## config.mk

```make
export PLATFORM = sky130hd
export DESIGN_NAME = pr_ex_mem
export DESIGN_NICKNAME = d
export VERILOG_FILES = /design/src/rtl/pr_ex_mem.sv
export SDC_FILE = /design/constraint.sdc
export NUM_CORES = 1
export LEC_CHECK = 0
export ABC_AREA = 1
export BUFFER_PORTS_ARGS = -buffer_cell sky130_fd_sc_hd__clkbuf_2
export CAP_MARGIN = 20
export CELL_PAD_IN_SITES_DETAIL_PLACEMENT = 2
export CELL_PAD_IN_SITES_GLOBAL_PLACEMENT = 2
export CORE_MARGIN = 2
export CORE_UTILIZATION = 24
export DETAILED_ROUTE_END_ITERATION = 6
export PLACE_DENSITY_LB_ADDON = 0.12
export SLEW_MARGIN = 20
export SYNTH_ARGS = -nofsm -noshare
export SYNTH_HDL_FRONTEND = slang
export SYNTH_SLANG_ARGS = --single-unit
```

## constraint.sdc

```tcl
create_clock -name clk -period 3 [get_ports clk]
set_input_delay 0.3 -clock clk [delete_from_list [all_inputs] [get_ports clk]]
set_output_delay 0.3 -clock clk [all_outputs]
set_load 0.01 [all_outputs]
```

## src/rtl/pr_ex_mem.sv

```systemverilog
// EX/MEM pipeline register with a two-state data-memory handshake.
// Memory ops stall EX until the memory acks; misaligned ops are flagged and never issued.
module pr_ex_mem (
  input  logic        clk,
  input  logic        rst,
  input  logic        flush_i,
  input  logic [31:0] pc_ex_i,
  input  logic [31:0] pc4_ex_i,
  input  logic [31:0] alu_result_ex_i,
  input  logic [31:0] rD2_ex_i,
  input  logic        instr_valid_ex_i,
  input  logic        rf_we_ex_i,
  input  logic        dram_we_ex_i,
  input  logic        is_load_ex_i,
  input  logic [1:0]  wd_sel_ex_i,
  input  logic [4:0]  wr_ex_i,
  input  logic [1:0]  mem_size_ex_i,
  input  logic        load_uns_ex_i,
  output logic [31:0] pc_mem_o,
  output logic [31:0] pc4_mem_o,
  output logic [31:0] alu_result_mem_o,
  output logic        instr_valid_mem_o,
  output logic        rf_we_mem_o,
  output logic [1:0]  wd_sel_mem_o,
  output logic [4:0]  wr_mem_o,
  output logic [1:0]  mem_size_mem_o,
  output logic        load_uns_mem_o,
  output logic [1:0]  byte_off_mem_o,
  output logic        misalign_mem_o,
  output logic        dram_req_o,
  output logic        dram_we_o,
  output logic [31:0] dram_addr_o,
  output logic [31:0] dram_wdata_o,
  output logic [3:0]  dram_be_o,
  input  logic        dram_ack_i,
  input  logic [31:0] dram_rdata_i,
  output logic [31:0] load_data_mem_o,
  output logic        stall_ex_o
);

  typedef enum logic {IDLE = 1'b0, WAIT = 1'b1} state_t;

  state_t      state_reg;
  logic [31:0] pc_reg, pc4_reg, alu_reg, rd2_reg, load_data_reg;
  logic        valid_reg, rf_we_reg, dram_we_reg, is_load_reg, load_uns_reg, misalign_reg;
  logic [1:0]  wd_sel_reg, mem_size_reg;
  logic [4:0]  wr_reg;

  logic        hold;
  logic        mem_op_ex;
  logic        misalign_ex;
  logic [1:0]  off;

  assign hold      = (state_reg == WAIT) && !dram_ack_i;
  assign mem_op_ex = instr_valid_ex_i && (is_load_ex_i || dram_we_ex_i);

  // Reserved size 2'b11 is treated as a word access.
  always_comb begin
    misalign_ex = 1'b0;
    case (mem_size_ex_i)
      2'b00:   misalign_ex = 1'b0;
      2'b01:   misalign_ex = alu_result_ex_i[0];
      default: misalign_ex = |alu_result_ex_i[1:0];
    endcase
  end

  always_ff @(posedge clk) begin
    if (rst) begin
      state_reg     <= IDLE;
      pc_reg        <= '0;
      pc4_reg       <= '0;
      alu_reg       <= '0;
      rd2_reg       <= '0;
      valid_reg     <= 1'b0;
      rf_we_reg     <= 1'b0;
      dram_we_reg   <= 1'b0;
      is_load_reg   <= 1'b0;
      wd_sel_reg    <= '0;
      wr_reg        <= '0;
      mem_size_reg  <= '0;
      load_uns_reg  <= 1'b0;
      misalign_reg  <= 1'b0;
      load_data_reg <= '0;
    end else begin
      if (state_reg == WAIT && dram_ack_i && is_load_reg)
        load_data_reg <= dram_rdata_i;
      // A stall holds everything, including a pending flush request.
      if (!hold) begin
        if (flush_i) begin
          state_reg    <= IDLE;
          pc_reg       <= '0;
          pc4_reg      <= '0;
          alu_reg      <= '0;
          rd2_reg      <= '0;
          valid_reg    <= 1'b0;
          rf_we_reg    <= 1'b0;
          dram_we_reg  <= 1'b0;
          is_load_reg  <= 1'b0;
          wd_sel_reg   <= '0;
          wr_reg       <= '0;
          mem_size_reg <= '0;
          load_uns_reg <= 1'b0;
          misalign_reg <= 1'b0;
        end else begin
          state_reg    <= (mem_op_ex && !misalign_ex) ? WAIT : IDLE;
          pc_reg       <= pc_ex_i;
          pc4_reg      <= pc4_ex_i;
          alu_reg      <= alu_result_ex_i;
          rd2_reg      <= rD2_ex_i;
          valid_reg    <= instr_valid_ex_i;
          rf_we_reg    <= rf_we_ex_i && !(mem_op_ex && misalign_ex);
          dram_we_reg  <= dram_we_ex_i;
          is_load_reg  <= is_load_ex_i;
          wd_sel_reg   <= wd_sel_ex_i;
          wr_reg       <= wr_ex_i;
          mem_size_reg <= mem_size_ex_i;
          load_uns_reg <= load_uns_ex_i;
          misalign_reg <= mem_op_ex && misalign_ex;
        end
      end
    end
  end

  assign off               = alu_reg[1:0];
  assign pc_mem_o          = pc_reg;
  assign pc4_mem_o         = pc4_reg;
  assign alu_result_mem_o  = alu_reg;
  assign instr_valid_mem_o = valid_reg;
  assign rf_we_mem_o       = rf_we_reg;
  assign wd_sel_mem_o      = wd_sel_reg;
  assign wr_mem_o          = wr_reg;
  assign mem_size_mem_o    = mem_size_reg;
  assign load_uns_mem_o    = load_uns_reg;
  assign byte_off_mem_o    = off;
  assign misalign_mem_o    = misalign_reg;
  assign load_data_mem_o   = load_data_reg;

  assign dram_req_o   = (state_reg == WAIT);
  assign dram_we_o    = dram_we_reg;
  assign dram_addr_o  = {alu_reg[31:2], 2'b00};
  assign dram_wdata_o = rd2_reg << {off, 3'b000};
  assign stall_ex_o   = hold;

  // Half accesses only reach WAIT when aligned, so lane pairs split on off[1].
  genvar gi;
  generate
    for (gi = 0; gi < 4; gi++) begin : g_be
      localparam logic [1:0] LANE = 2'(gi);
      assign dram_be_o[gi] = dram_req_o &
                             ((mem_size_reg == 2'b00) ? (off == LANE) :
                              (mem_size_reg == 2'b01) ? (off[1] == LANE[1]) : 1'b1);
    end
  endgenerate

endmodule

```

==> run_results.csv <==
group,metric,value,unit
detailed_routing,drc,0,
cts,cts_resized,0,
synthesis,seq_area_frac_synth,0.501,
synthesis,synthMuxAreaShare,0,
synthesis,syn_inst,939,
sta,max_freq,0.396,GHz
setup_path,critPathMaxFanout,20,
power_and_ir_drop,power_frac_comb,0.111,
layout,syn2layout_area_growth,36.0,%
power_and_ir_drop,power.total,0.00523,W
synthesis,synth-compound-area-share,0.159,
cts,path_clk_slew,0.08,ns
setup_path,worstReg2RegStart,"is_load_reg",
grt,grt_pass1_wl,44.1,mm
run_status,status,"finished clean",
detailed_routing,via_count,7419,
detailed_routing,drtIter0Drc,303,
setup_path,cpMaxStageDelayCell,"inv_1",
placement,dpl.hpwl,21.0,mm
setup_path,crit_arrival,2.22,ns
grt,grt_pass1_vias,7632,
detailed_routing,firstDrtPassIters,4,
floorplan,die-width,175,um
synthesis,syn_area_per_cell,7.50,um2
cts,holdBufCountCts,0,
layout,final_cells,1655,
cts,clkSinkCount,176,
sta,skew,0.0113,ns
setup_path,required,2.70,ns
sta,fin_setup_tns,0,ns
grt,grt_max_degree,78,
setup_path,reg2reg_depth,4,
sta,finalCriticalPeriod,2.52,ns
setup_path,critPathLaunchType,"flip-flop",
cts,ctsHtreeMaxLevel,4,
power_and_ir_drop,power_switching,0.00148,W
layout,fin_nets,1436,
floorplan,start_util,0.245,
hold_path,hold_path_class,"primary input to flip-flop",
cts,cts_tree,"done",
sta,slew_headroom,0.452,
hold_path,worstHoldStart,"alu_result_ex_i[25]",
placement,place_inst,1623,
sta,post-route-period-util,0.842,
layout,finish.utilization,0.333,
synthesis,ys.flop_type,"dfxtp_1",
synthesis,synth.yosys.warnings,0,
cts,clock-root-buffer,"clkbuf_16",
cts,numCtsBuffers,17,
layout,post-route-cell-area,9570,um2
hold_path,hold_end,"alu_result_mem_o[25]",
setup_path,cp-end-kind,"output port",
detailed_routing,viasPerCell,4.48,
sta,rsz0062_at_grt,"false",
setup_path,critPathMaxStageDelay,0.45,ns
sta,slew_viol_final,0,
setup_path,path_class,"flip-flop to output port",
power_and_ir_drop,seqPwrFrac,0.474,
grt,grt-ovfl-total,0,
layout,drive_gt1_frac,0.349,
floorplan,die_area,30700,um2
sta,final_hold_viol_count,0,
synthesis,synth-edff-count,0,
floorplan,rows,62,
hold_path,hold-path-cell-count,3,
synthesis,synth_cell_types,22,
detailed_routing,wire_per_inst,17.3,um
sta,worst_pin_slew,0.822,ns
power_and_ir_drop,switching_share,0.284,
sta,setup_viol,0,
detailed_routing,wirelength,28.6,mm
detailed_routing,drtAntennaViolNets,0,
synthesis,syn_area,7040,um2
synthesis,synth-seq-cells,176,
placement,io_buffers,389,
floorplan,boundaryPins,392,
cts,post_cts_buffers,0,
placement,postPlaceCellArea,9020,um2
placement,finalWeightedCongestion,0.778,
grt,grtUsageTotal,0.183,
setup_path,r2r_setup_slack,1.36,ns
power_and_ir_drop,powerDensity,547,nW/um2
power_and_ir_drop,leakage,4.36,nW
synthesis,synthAdderAreaFrac,0,
synthesis,synth_top_family_by_area,"simple AND/OR/NAND/NOR gates",
floorplan,core_area,28800,um2
layout,n_antenna_cell,0,
setup_path,regToRegEndpoint,"load_data_mem_o[31]",
grt,antenna_found_initial,1,
cts,clk_latency,0.44,ns
setup_path,path_cells,"inv_1 -> nand2_2 -> inv_1 -> a22oi_1 -> o21ai_0 -> clkbuf_2",
power_and_ir_drop,p_int,0.00375,W
synthesis,async_reset_ff_frac,0,
synthesis,yosys.area_share.xor_xnor,0,
job,maxCapViolCount,0,
synthesis,synth-simple-area-share,0.234,
floorplan,die_h,175,um
power_and_ir_drop,clockPowerShare,0.415,
setup_path,path_common_cell,"inv_1",
cts,cts.path.max_buffers,2,
power_and_ir_drop,vdd_drop_max,0.280,mV
==> power groups by stage <==
stage               Sequential, W  Combinational [W]  Clock, W
floorplan                 0.00255           0.000284         0
global placement          0.00253           0.000584         0
detailed placement        0.00254           0.000591         0
CTS                       0.00248           0.000594   0.00228
global route              0.00249           0.000649   0.00238
finish                    0.00248           0.000579   0.00217
==> critical path: cells and delay by family (launching register included) <==
family                 cells  cell delay (ns)
AOI/OAI and AO/OA          2             0.25
buffers and inverters      3             0.94
DFF                        1             0.31
and+or+nand+nor            1             0.29
==> worst max-delay path by stage <==
stage                              from                to  slack, ns  depth (start not counted)
finish              alu_result_mem_o[1]  dram_wdata_o[29]       0.48                          6
global route        alu_result_mem_o[1]  dram_wdata_o[29]       0.22                          6
CTS                 alu_result_mem_o[1]  dram_wdata_o[29]       0.45                          6
detailed placement  alu_result_mem_o[1]  dram_wdata_o[29]       0.91                          6
global placement    alu_result_mem_o[1]  dram_wdata_o[29]       0.93                          6
floorplan           alu_result_mem_o[1]  dram_wdata_o[25]       1.50                          6
==> Yosys cell counts (8+ instances only) <==
| cell type | n | share of area |
|---|---|---|
| nand2_1 | 350 | 0.19 |
| a21oi_1 | 180 | 0.13 |
| dfxtp_1 | 176 | 0.50 |
| buf_4 | 40 | 0.043 |
| nand4_1 | 32 | 0.028 |
| clkbuf_1 | 30 | 0.016 |
| buf_2 | 28 | 0.020 |
| inv_1 | 26 | 0.014 |
| nor2_1 | 22 | 0.012 |
| o21ai_0 | 15 | 0.011 |
| a22oi_1 | 8 | 0.0085 |
| o221ai_1 | 8 | 0.010 |
==> area by class of cell <==
class | count | area, um2
Clock buffer | 19 | 433
Timing Repair Buffer | 405 | 2120
Inverter | 31 | 121
Multi-Input combinational cell | 627 | 2770
Fill cell | 3461 | 19200
Sequential cell | 176 | 3520
Clock inverter | 13 | 121
Tap cell | 384 | 480
==> logic make-up after synthesis <==
group	after synthesis
buffers and inverters	137
AOI/OAI and AO/OA	213
DFF	176
other	1
and+or+nand+nor	412
==> layer usage <==
| layer | routed length [um] | up-vias | track usage |
|---|---|---|---|
| li1 | - | 3657 | - |
| met1 | 12000 | 3508 | 0.222 |
| met2 | 14100 | 225 | 0.310 |
| met3 | 2240 | 27 | 0.0619 |
| met4 | 299 | 2 | 0.0444 |
| met5 | 16 | - | 0 |
==> through the flow <==
stage / worst slack, ns / hold WS (ns)
after floorplan: 1.50 / 0.443
after global placement: 0.933 / 0.451
after detailed placement: 0.914 / 0.458
after CTS: 0.446 / 0.0614
after global routing: 0.222 / 0.0735
final: 0.475 / 0.0872
==> cell usage in the layout, fill, tap and decap left out, types with 4 or more instances in the layout <==
| master | count |
|---|---|
| o21ai_0 | 15 |
| o221ai_1 | 8 |
| a22oi_1 | 8 |
| buf_12 | 4 |
| a21oi_1 | 180 |
| clkbuf_2 | 388 |
| dfxtp_1 | 176 |
| nand4_1 | 32 |
| nand3_1 | 5 |
| nor2_1 | 22 |
| inv_1 | 26 |
| clkbuf_16 | 17 |
| nand2_1 | 350 |
| clkinvlp_4 | 4 |
| buf_4 | 12 |
| inv_8 | 5 |
(Power assumes the default switching activity.)
